==> config.mk <==
export PLATFORM = sky130hd
export DESIGN_NAME = load_writeback_unit
export DESIGN_NICKNAME = d
export VERILOG_FILES = /design/src/rtl/load_writeback_unit_pkg.sv /design/src/rtl/load_writeback_unit_load_extract.sv /design/src/rtl/load_writeback_unit.sv
export SDC_FILE = /design/constraint.sdc
export NUM_CORES = 1
export LEC_CHECK = 0
export ABC_AREA = 1
export BUFFER_PORTS_ARGS = -buffer_cell sky130_fd_sc_hd__clkbuf_2
export CORE_MARGIN = 10
export CORE_UTILIZATION = 45
export DETAILED_ROUTE_END_ITERATION = 10
export PLACE_DENSITY = 0.71
export SYNTH_ARGS = -nofsm -noshare
export SYNTH_HDL_FRONTEND = slang
export SYNTH_SLANG_ARGS = --single-unit
==> constraint.sdc <==
create_clock -name clk -period 3.06 [get_ports clk]
set_input_delay 0.153 -clock clk [delete_from_list [all_inputs] [get_ports clk]]
set_output_delay 0.153 -clock clk [all_outputs]
set_load 0.02 [all_outputs]
==> src/rtl/load_writeback_unit_pkg.sv <==
// Shared definitions for the load/writeback path: load encodings, FSM states
// and the alignment/legality rule for load commands.
package load_writeback_unit_pkg;

  localparam int XLEN = 32;

  localparam logic [2:0] F3_LB  = 3'b000;
  localparam logic [2:0] F3_LH  = 3'b001;
  localparam logic [2:0] F3_LW  = 3'b010;
  localparam logic [2:0] F3_LBU = 3'b100;
  localparam logic [2:0] F3_LHU = 3'b101;

  localparam logic [1:0] S_IDLE = 2'd0;
  localparam logic [1:0] S_REQ  = 2'd1;
  localparam logic [1:0] S_WB   = 2'd2;

  // A load is legal when funct3 is a known encoding and the address is
  // naturally aligned for its access size.
  function automatic logic load_legal(input logic [2:0] f3, input logic [1:0] off);
    logic ok;
    ok = 1'b0;
    case (f3)
      F3_LB, F3_LBU: ok = 1'b1;
      F3_LH, F3_LHU: ok = ~off[0];
      F3_LW:         ok = (off == 2'b00);
      default:       ok = 1'b0;
    endcase
    return ok;
  endfunction

endpackage

==> src/rtl/load_writeback_unit_load_extract.sv <==
// Combinational byte/halfword/word select with sign or zero extension,
// shared by the load writeback and store/forwarding paths.
module load_extract
  import load_writeback_unit_pkg::*;
(
  input  logic [2:0]      funct3,
  input  logic [1:0]      offset,
  input  logic [XLEN-1:0] word,
  output logic [XLEN-1:0] result
);

  logic [7:0]  byte_sel;
  logic [15:0] half_sel;

  always_comb begin
    byte_sel = word[7:0];
    case (offset)
      2'd0: byte_sel = word[7:0];
      2'd1: byte_sel = word[15:8];
      2'd2: byte_sel = word[23:16];
      2'd3: byte_sel = word[31:24];
      default: byte_sel = word[7:0];
    endcase
    half_sel = offset[1] ? word[31:16] : word[15:0];
  end

  always_comb begin
    result = '0;
    case (funct3)
      F3_LB:   result = {{24{byte_sel[7]}}, byte_sel};
      F3_LH:   result = {{16{half_sel[15]}}, half_sel};
      F3_LW:   result = word;
      F3_LBU:  result = {24'd0, byte_sel};
      F3_LHU:  result = {16'd0, half_sel};
      default: result = '0;
    endcase
  end

endmodule

==> src/rtl/load_writeback_unit.sv <==
// Multi-cycle load stage: issues a word read over req/ack, extends the
// addressed data and writes it to the register file for one cycle.
module load_writeback_unit
  import load_writeback_unit_pkg::*;
#(
  parameter int TIMEOUT_CYCLES = 16,
  parameter int CNT_W          = 5
) (
  input  logic            clk,
  input  logic            reset,
  input  logic            start,
  input  logic [2:0]      funct3,
  input  logic [XLEN-1:0] addr,
  input  logic [4:0]      rd,
  output logic            busy,
  output logic            done,
  output logic            err,
  output logic            mem_req,
  output logic [XLEN-1:0] mem_addr,
  input  logic            mem_ack,
  input  logic [XLEN-1:0] mem_rdata,
  output logic            write_enable,
  output logic [4:0]      write_addr,
  output logic [XLEN-1:0] write_data
);

  localparam logic [CNT_W-1:0] CNT_LAST = CNT_W'(TIMEOUT_CYCLES - 1);

  logic [1:0]       state;
  logic [CNT_W-1:0] cnt;
  logic [2:0]       f3_q;
  logic [1:0]       off_q;
  logic [4:0]       rd_q;
  logic [XLEN-1:0]  ext_data;

  load_extract u_extract (
    .funct3 (f3_q),
    .offset (off_q),
    .word   (mem_rdata),
    .result (ext_data)
  );

  // Memory handshake: mem_req stays high from acceptance until the cycle
  // mem_ack is sampled or the timeout count is exhausted.
  always_ff @(posedge clk or posedge reset) begin
    if (reset) begin
      state        <= S_IDLE;
      cnt          <= '0;
      f3_q         <= '0;
      off_q        <= '0;
      rd_q         <= '0;
      busy         <= 1'b0;
      done         <= 1'b0;
      err          <= 1'b0;
      mem_req      <= 1'b0;
      mem_addr     <= '0;
      write_enable <= 1'b0;
      write_addr   <= '0;
      write_data   <= '0;
    end else begin
      done         <= 1'b0;
      err          <= 1'b0;
      write_enable <= 1'b0;
      case (state)
        S_IDLE: begin
          if (start) begin
            if (load_legal(funct3, addr[1:0])) begin
              f3_q     <= funct3;
              off_q    <= addr[1:0];
              rd_q     <= rd;
              mem_addr <= {addr[XLEN-1:2], 2'b00};
              mem_req  <= 1'b1;
              busy     <= 1'b1;
              cnt      <= '0;
              state    <= S_REQ;
            end else begin
              err <= 1'b1;
            end
          end
        end
        S_REQ: begin
          if (mem_ack) begin
            mem_req <= 1'b0;
            done    <= 1'b1;
            // x0 is hardwired: skip the strobe and keep the last write values.
            if (rd_q != 5'd0) begin
              write_enable <= 1'b1;
              write_addr   <= rd_q;
              write_data   <= ext_data;
            end
            state <= S_WB;
          end else if (cnt == CNT_LAST) begin
            mem_req <= 1'b0;
            err     <= 1'b1;
            busy    <= 1'b0;
            state   <= S_IDLE;
          end else begin
            cnt <= cnt + 1'b1;
          end
        end
        S_WB: begin
          busy  <= 1'b0;
          state <= S_IDLE;
        end
        default: begin
          busy    <= 1'b0;
          mem_req <= 1'b0;
          state   <= S_IDLE;
        end
      endcase
    end
  end

endmodule

==> flow_summary.ini, run 1 <==
[status]
outcome = complete, no violations

[clock_tree]
cts_tree = done
cts_resized = 0
cts_sinks = 89
clock_path_buffers = 2
insertion_delay_ps = 360
numCtsBuffers = 9
clockRootBuffer = clkbuf_8
h-tree-depth = 3
post_cts_buffers = 0
clk_pin_slew_ps = 90

[floorplan]
pin_count = 150
core_area_mm2 = 0.00968
rows = 36
dieArea_mm2 = 0.0142
die_y_um = 119
initial_utilization_pct = 45.7
die_w_um = 119

[timing]
max_clock_freq_ghz = 0.485
hold_ws_ps = 18.7
fin_ws_ps = 997
final_max_slew_viol_count = 0
slew_headroom_pct = 45.9
hold_viol = 0
rsz0062_at_grt = false
setup_tns_ps = 0
fin_skew_ps = 9.47
min_period_over_period_pct = 67.4
worst_slew_pin_slew_ps = 811
fin_crit_ps = 2060
setup_viol = 0

[setup_path]
cpPeakStageDelay_ps = 640
worstSetupPathType = reg2reg
end_kind = register
critical-path-slowest-cell = dfrtp_1
cp_cell_sequence = inv_2 -> nand2_1 -> nand3_1 -> nand4_2 -> nand2_1 -> nand2_1 -> nand2_1
rrSetupSlack_ps = 1000
required_ps = 3360
start_kind = register
reg2reg_depth = 7
critPathMostFrequentCell = nand2_1
reg2reg_from = off_q[1]$_DFFE_PP0P_
crit_path_max_fanout = 25
crit_arrival_ps = 2360
r2r-end = write_data[25]$_DFFE_PP0P_

[pwr]
peakVddDrop_mv = 0.382
p_per_area_mw_per_mm2 = 848
p_clk_share_pct = 18.2
pwr-share-comb_pct = 41.2
swShare_pct = 43.5
p_sw_mw = 2.01
seqPwrFrac_pct = 40.5
leakagePower_nw = 3.30
internal-power_mw = 2.61

[routing]
drtAntennaViolNets = 0
drtIter0Drc = 228
wire_per_inst_um = 14.1
dr.pass1.iters = 4
vias = 4166
viasPerCell = 4.73
route.detailed.drc = 0
postRouteWirelength_um = 12400

[synth]
syn-cell-area_mm2 = 0.00442
ys.flop_type = dfrtp_1
synth_seq_cells = 89
yosys.area.top_type = dfrtp_1
ys_seq_area_share_pct = 50.4
synth_warnings = 0
synth_top_area_share_pct = 50.4
yosys-top-cells-count = 286 x nand2_1, 89 x dfrtp_1, 56 x nand3_1, 47 x inv_1, 47 x nor2_1
synth.most_common_cell = nand2_1
async_flop_share_pct = 100
synth_cell_types = 27
synth_area_per_cell_um2 = 7.32
synth_edf_count = 0
synthTopCellsByArea = dfrtp_1 50%, nand2_1 24%, nand3_1 6.3%
synthesis.instances = 604

[cells_and_area]
n_antenna_cell = 0
final_core_util_pct = 56.2
drive_above_1_share_pct = 24.9
nets = 820
nFillCells = 947
syn2layout_area_growth_pct = 23.0

[place]
gp_congestion = 0.864
dp_hpwl_um = 9490
dpl_worst_slack_ps = 995
io_buffers = 147

[min_path]
holdPathStages = 3
hold_path_end = mem_addr[3]$_DFFE_PP0P_
holdCritPathClass = in2reg
worstHoldStart = addr[3]

[job]
maxCapViolCount = 0

[global_route]
grt_max_degree = 49
grt_pass1_wl_um = 20800
grt_use_total_pct = 17.4
overflow = 0
grt_pass1_vias = 4364
antenna_found_initial = 0
## cells in the final DEF, fill, tap and decap left out, drive strengths merged, types with 4 or more instances in the layout
cell    instances
clkinv          6
clkbuf        157
o21ai          20
nor2           50
inv            50
a21oi           6
buf             6
dfrtp          89
nor3            4
nand2         291
nand3          57
## timing repair
action	CTS	global route
hold buffers	2	0
endpoints found under the setup margin	0	0
endpoints found under the hold margin	47	0
## layout make-up
| type | instances | area, um2 | share of cell area [%] |
|---|---|---|---|
| Timing Repair Buffer | 155 | 801 | 14.7 |
| Clock buffer | 10 | 138 | 2.53 |
| Clock inverter | 6 | 66.3 | 1.22 |
| Inverter | 51 | 194 | 3.56 |
| Multi-Input combinational cell | 436 | 1850 | 34.0 |
| Tap cell | 133 | 166 | 3.06 |
| Sequential cell | 89 | 2230 | 40.9 |
## worst max-delay path, delay by kind of cell, from the launching register on
| family | cells | cell delay (ps) |
|---|---|---|
| flops | 1 | 640 |
| buf+inv | 1 | 270 |
| simple gates | 6 | 1090 |
## power by group through the flow
stage	logic, mW	clock network [mW]	registers [mW]
after floorplan	0.859	0	2.28
after global placement	1.90	0	1.87
after detailed placement	1.94	0	1.89
after CTS	1.94	0.864	1.87
after global routing	2.14	0.910	1.93
final	1.90	0.842	1.87
## metal layers
layer,vias up,routed length [um],GRT usage [%]
met5,-,0,0
met4,0,115,4.73
met1,1900,5340,20.9
met3,8,1260,7.46
met2,142,5700,28.0
li1,2116,-,-
## worst max path at each step
stage               slack (ps)  depth (start not counted)                 start                          to
finish                    1000                          7  off_q[1]$_DFFE_PP0P_  write_data[25]$_DFFE_PP0P_
global route               740                          7  off_q[1]$_DFFE_PP0P_  write_data[19]$_DFFE_PP0P_
CTS                        980                          7  off_q[1]$_DFFE_PP0P_  write_data[26]$_DFFE_PP0P_
detailed placement         990                          7  off_q[1]$_DFFE_PP0P_  write_data[25]$_DFFE_PP0P_
global placement          1090                          7  off_q[1]$_DFFE_PP0P_  write_data[12]$_DFFE_PP0P_
floorplan                  600                          1                 reset            busy$_DFFE_PP0P_
## stage by stage
step / area, um2 / total power [mW] / std cells
CTS: 5440 / 4.67 / 880
floorplan: 4430 / 3.14 / 605
global route: 5440 / 4.98 / 880
finish: 5440 / 4.62 / 880
detailed placement: 5220 / 3.82 / 862
global placement: 5220 / 3.77 / 862
## registers in the layout (all words and copies together), names as in the netlist
signal / flops
off_q: 2
write_enable: 1
cnt: 5
state: 2
write_data: 32
rd_q: 5
err: 1
write_addr: 5
mem_addr: 30
f3_q: 3
mem_req: 1
done: 1
busy: 1
## logic make-up (layout without fill, tap and decap cells)
family          count (synthesis)  in the layout  synth area share, %
flops                          89             89                 50.4
fa+ha+maj                       2              2                0.566
simple gates                  405            405                 37.7
buf+inv                        80            222                 8.15
xor+xnor                        1              1                0.198
compound gates                 26             26                 2.94
other cells                     1              2               0.0848
Power figures use the tool's default switching activity.
==> run 2, diff against run 1 <==
PLACE_DENSITY = 0.74   (was 0.71)
clock period = 1.66 ns   (was 3.06 ns; I/O delays follow)
==> run 2 against run 1 <==
Compared with the run above: utilization up 5.0 points; routed wire length up 8.4%; hold slack about the same; maximum frequency up 33%; non-clock buffer count up 47; critical endpoint is now cnt[0]$_DFFE_PP0P_.
==> flow_summary.ini, run 2 (synthesis gave the netlist of run 1 again) <==
[routing]
postRouteWirelength_um = 13500
vias = 4431
drtIter0Drc = 278
wire_per_inst_um = 14.5
viasPerCell = 4.78
route.detailed.drc = 0
dr.pass1.iters = 6
drtAntennaViolNets = 0

[global_route]
grt_pass1_wl_um = 22400
grt_max_degree = 41
grt_use_total_pct = 18.9
grt_pass1_vias = 4521
overflow = 0
antenna_found_initial = 0

[timing]
max_clock_freq_ghz = 0.647
fin_skew_ps = 11.7
final_max_slew_viol_count = 0
fin_crit_ps = 1550
setup_viol = 0
worst_slew_pin_slew_ps = 611
hold_viol = 0
rsz0062_at_grt = true
min_period_over_period_pct = 93.2
slew_headroom_pct = 59.2

[clock_tree]
cts_sinks = 89
numCtsBuffers = 9
cts_tree = done
post_cts_buffers = 0
insertion_delay_ps = 360
clockRootBuffer = clkbuf_8
h-tree-depth = 3
clock_path_buffers = 2
clk_pin_slew_ps = 90

[setup_path]
rrSetupSlack_ps = 110
cpPeakStageDelay_ps = 420
r2r-end = cnt[0]$_DFFE_PP0P_
critPathMostFrequentCell = nor2_1
reg2reg_from = cnt[0]$_DFFE_PP0P_
critical-path-slowest-cell = dfrtp_1
worstSetupPathType = reg2reg
reg2reg_depth = 9
end_kind = register
critPathTopFamily = adder cells
start_kind = register
cp_cell_sequence = ha_1 -> nand2_1 -> nor2_1 -> ha_1 -> nor2_1 -> nand2_2 -> inv_1 -> nor2_1 -> a21oi_1
crit_path_max_fanout = 8
path_buf_inv = 1
crit_arrival_ps = 1830
required_ps = 1950

[min_path]
holdPathStages = 5
holdCritPathClass = in2reg
hold_path_end = write_data[0]$_DFFE_PP0P_
worstHoldStart = mem_rdata[0]

[floorplan]
core_area_mm2 = 0.00968
initial_utilization_pct = 45.7
die_w_um = 119
die_y_um = 119
rows = 36
dieArea_mm2 = 0.0142
pin_count = 150

[cells_and_area]
nets = 867
drive_above_1_share_pct = 24.4
n_antenna_cell = 0
final_cell_mix = 283 x nand2_1, 147 x clkbuf_2, 89 x dfrtp_1
largest_register_ffs = 32
syn2layout_area_growth_pct = 34.0
final_core_util_pct = 61.2
mostFrequentLayoutCell = nand2_1
top_register = write_data
top_regs = write_data (32), mem_addr (30)

[pwr]
p_per_area_mw_per_mm2 = 1450
leakagePower_nw = 3.50
peakVddDrop_mv = 0.796
power_mw = 8.57

[place]
gp_congestion = 0.931
dp_hpwl_um = 9720
io_buffers = 147

[status]
outcome = complete, no violations

[job]
maxCapViolCount = 0
## run 2: changes by cell type in the layout (fill, tap and decap cells not counted), moves of 3 or more
| cell | previous run | this run |
|---|---|---|
| clkinv_2 | 4 | 1 |
| clkinvlp_4 | 0 | 3 |
| dlygate4sd3_1 | 2 | 41 |
| buf_4 | 6 | 10 |
| buf_12 | 0 | 4 |
## run 2: repair_timing
action                                 4_1_cts  5_1_grt
hold buffers                                41        0
gates resized for setup                      0        2
setup endpoints to repair                    0        6
endpoints found under the hold margin       63        0
## run 2: worst max-delay path by stage
| stage | from | endpoint | slack, ps | depth (start not counted) |
|---|---|---|---|---|
| global route | cnt[0]$_DFFE_PP0P_ | cnt[0]$_DFFE_PP0P_ | -9 | 9 |
| detailed placement | cnt[0]$_DFFE_PP0P_ | cnt[0]$_DFFE_PP0P_ | 70 | 8 |
| floorplan | cnt[0]$_DFFE_PP0P_ | cnt[0]$_DFFE_PP0P_ | 240 | 8 |
| finish | cnt[0]$_DFFE_PP0P_ | cnt[0]$_DFFE_PP0P_ | 110 | 9 |
| CTS | cnt[0]$_DFFE_PP0P_ | cnt[0]$_DFFE_PP0P_ | 60 | 8 |
| global placement | cnt[0]$_DFFE_PP0P_ | cnt[0]$_DFFE_PP0P_ | 160 | 8 |
## run 2: per-layer routing
metal / vias to the layer above / share of wire (%) / global-route usage, %
li1: 2206 / - / -
met1: 2045 / 43 / 22.0
met2: 166 / 48 / 32.3
met3: 14 / 8.4 / 6.33
met4: 0 / 1.3 / 5.95
met5: - / 0 / 0
## run 2: final cells by class
class,count,area (um2)
Inverter,51,196
Timing Repair Buffer,202,1300
Clock buffer,13,159
Fill cell,888,3760
Sequential cell,89,2230
Clock inverter,3,23.8
Tap cell,133,166
Multi-Input combinational cell,436,1850
## run 2: stage by stage
stage	hold WS, ps	worst slack, ps	instance area [um2]	cells	setup TNS [ps]
global route	30.0	-8.51	5930	927	-8.80
detailed placement	178	74.9	5330	870	0
CTS	8.08	60.4	5920	927	0
finish	19.0	114	5930	927	0
global placement	168	159	5330	870	0
floorplan	228	236	4430	605	0
## run 2: power breakdown
group / switching, mW / leakage [nW] / internal [mW]
sequential: 0.488 / 1.12 / 2.93
combinational: 2.44 / 2.29 / 1.28
clock: 0.796 / 0.0863 / 0.634
## run 2: tightest hold or removal path, cell delays in order
cell	delay [ps]
clkbuf_2	90
nand2_1	50
nand2_1	50
nand2_1	40
nand2_1	40
==> run 3, diff against run 2 <==
CTS_BUF_LIST = sky130_fd_sc_hd__clkbuf_8   (was not set)
==> run 3 against run 2 <==
Compared with the run above: clock skew rose by 1.3 ps; sequential share of layout area did not move; design area did not move; non-clock buffer count did not move; utilization did not move; final cell count did not move; routed wire length rose by 0.19%; register-to-register slack barely moved; power barely moved; critical path type unchanged.
==> flow_summary.ini, run 3 (synthesis gave the netlist of run 1 again) <==
[status]
outcome = complete, no violations

[routing]
drtIter0Drc = 270
vias = 4435
viasPerCell = 4.78
postRouteWirelength_um = 13500
dr.pass1.iters = 7
wire_per_inst_um = 14.5
route.detailed.drc = 0
drtAntennaViolNets = 0

[setup_path]
cpPeakStageDelay_ps = 420
critPathMostFrequentCell = nor2_1
worstSetupPathType = reg2reg
cp_cell_sequence = ha_1 -> nand2_1 -> nor2_1 -> ha_1 -> nor2_1 -> nand2_2 -> inv_1 -> nor2_1 -> a21oi_1
path_buf_inv = 1
crit_path_max_fanout = 8
critical-path-slowest-cell = dfrtp_1
critPathTopFamily = adder cells
required_ps = 1950
crit_arrival_ps = 1840
start_kind = register
end_kind = register

[cells_and_area]
final_area_mm2 = 0.00593
top_regs = write_data (32), mem_addr (30)
finalNonFillerCells = 927
syn2layout_area_growth_pct = 34.0
final_core_util_pct = 61.2
nets = 867
n_antenna_cell = 0
top_register = write_data
drive_above_1_share_pct = 24.4
nFillCells = 888
largest_register_ffs = 32
final_cell_mix = 283 x nand2_1, 147 x clkbuf_2, 89 x dfrtp_1
mostFrequentLayoutCell = nand2_1

[timing]
max_clock_freq_ghz = 0.647
fin_crit_ps = 1550
slew_headroom_pct = 59.2
rsz0062_at_grt = true
hold_viol = 0
worst_slew_pin_slew_ps = 611
hold_ws_ps = 18.2
setup_viol = 0
fin_skew_ps = 13.1
final_max_slew_viol_count = 0
setup_tns_ps = 0
min_period_over_period_pct = 93.2

[pwr]
p_sw_mw = 3.74
swShare_pct = 43.6
p_clk_share_pct = 16.6
seqPwrFrac_pct = 39.9
peakVddDrop_mv = 0.796
leakagePower_nw = 3.51
pwr-share-comb_pct = 43.5
internal-power_mw = 4.83
p_per_area_mw_per_mm2 = 1440

[floorplan]
die_w_um = 119
rows = 36
dieArea_mm2 = 0.0142
initial_utilization_pct = 45.7
core_area_mm2 = 0.00968
pin_count = 150
die_y_um = 119

[global_route]
grt_use_total_pct = 18.9
overflow = 0
top_usage_layer = met2
grt_pass1_vias = 4521
grt.met3_usage_pct = 6.33
grtUsageMet1_pct = 22.0
grt_max_degree = 41
use_met2_pct = 32.3
antenna_found_initial = 0
grt_pass1_wl_um = 22400

[clock_tree]
cts_sinks = 89
insertion_delay_ps = 370
cts_tree = done
clk_pin_slew_ps = 90
h-tree-depth = 3
numCtsBuffers = 9
clock_path_buffers = 2
clockRootBuffer = clkbuf_8

[place]
dpl_cell_area_mm2 = 0.00533
dp.cells = 870
dp_hpwl_um = 9720
io_buffers = 147
gp_congestion = 0.931

[min_path]
holdCritPathClass = in2reg

[job]
maxCapViolCount = 0
run 3: changes by cell type in the layout (fill, tap and decap cells not counted), sizes merged:
cell and delta:
inv +2, clkbuf -2
run 3: routing by layer:
| metal | share of wire, % | wire length, um |
|---|---|---|
| met3 | 8.3 | 1120 |
| met1 | 43 | 5770 |
| met5 | 0 | 0 |
| met2 | 48 | 6420 |
| met4 | 1.3 | 170 |
run 3: final timing paths:
check	cells after the start	endpoint	startpoint	slack, ps
min	5	write_data[0]$_DFFE_PP0P_	mem_rdata[0]	20
min in group asynchronous	3	done$_DFF_PP0_	reset	330
max	9	cnt[0]$_DFFE_PP0P_	cnt[0]$_DFFE_PP0P_	110
max in group asynchronous	4	write_data[5]$_DFFE_PP0P_	reset	740
max reg2reg	9	cnt[0]$_DFFE_PP0P_	cnt[0]$_DFFE_PP0P_	110
min reg2reg	2	write_data[13]$_DFFE_PP0P_	write_data[13]$_DFFE_PP0P_	480
run 3: metrics by stage:
stage,power (mW),worst slack [ps]
finish,8.56,114
global route,9.23,-8.51
CTS,8.64,60.4
detailed placement,7.14,74.9
global placement,7.04,159
floorplan,5.79,236
run 3: area by class of cell:
cell class	count	area (um2)	share of cell area [%]
clock buffer	11	151	2.55
clock inverter	5	31.3	0.528
inverter	51	196	3.31
multi-input combinational	436	1850	31.3
sequential	89	2230	37.6
tap	133	166	2.81
timing repair buffer	202	1300	22.0
run 3: tightest hold or removal path: stages:
cell	delay [ps]
clkbuf_2	90
nand2_1	50
nand2_1	50
nand2_1	40
nand2_1	40
run 3: what timing repair did:
item                       4_1_cts  5_1_grt
setup endpoints to repair        0        6
setup buffers                    0        0
gates resized for setup          0        2
hold endpoints to repair        63        0
hold buffers                    41        0
run 3: power groups by stage:
stage / Sequential [mW] / Clock [mW] / Combinational (mW)
6_report: 3.42 / 1.42 / 3.72
5_1_grt: 3.52 / 1.55 / 4.16
4_1_cts: 3.42 / 1.45 / 3.77
3_5_place_dp: 3.44 / 0 / 3.69
3_3_place_gp: 3.41 / 0 / 3.63
2_1_floorplan: 4.21 / 0 / 1.58
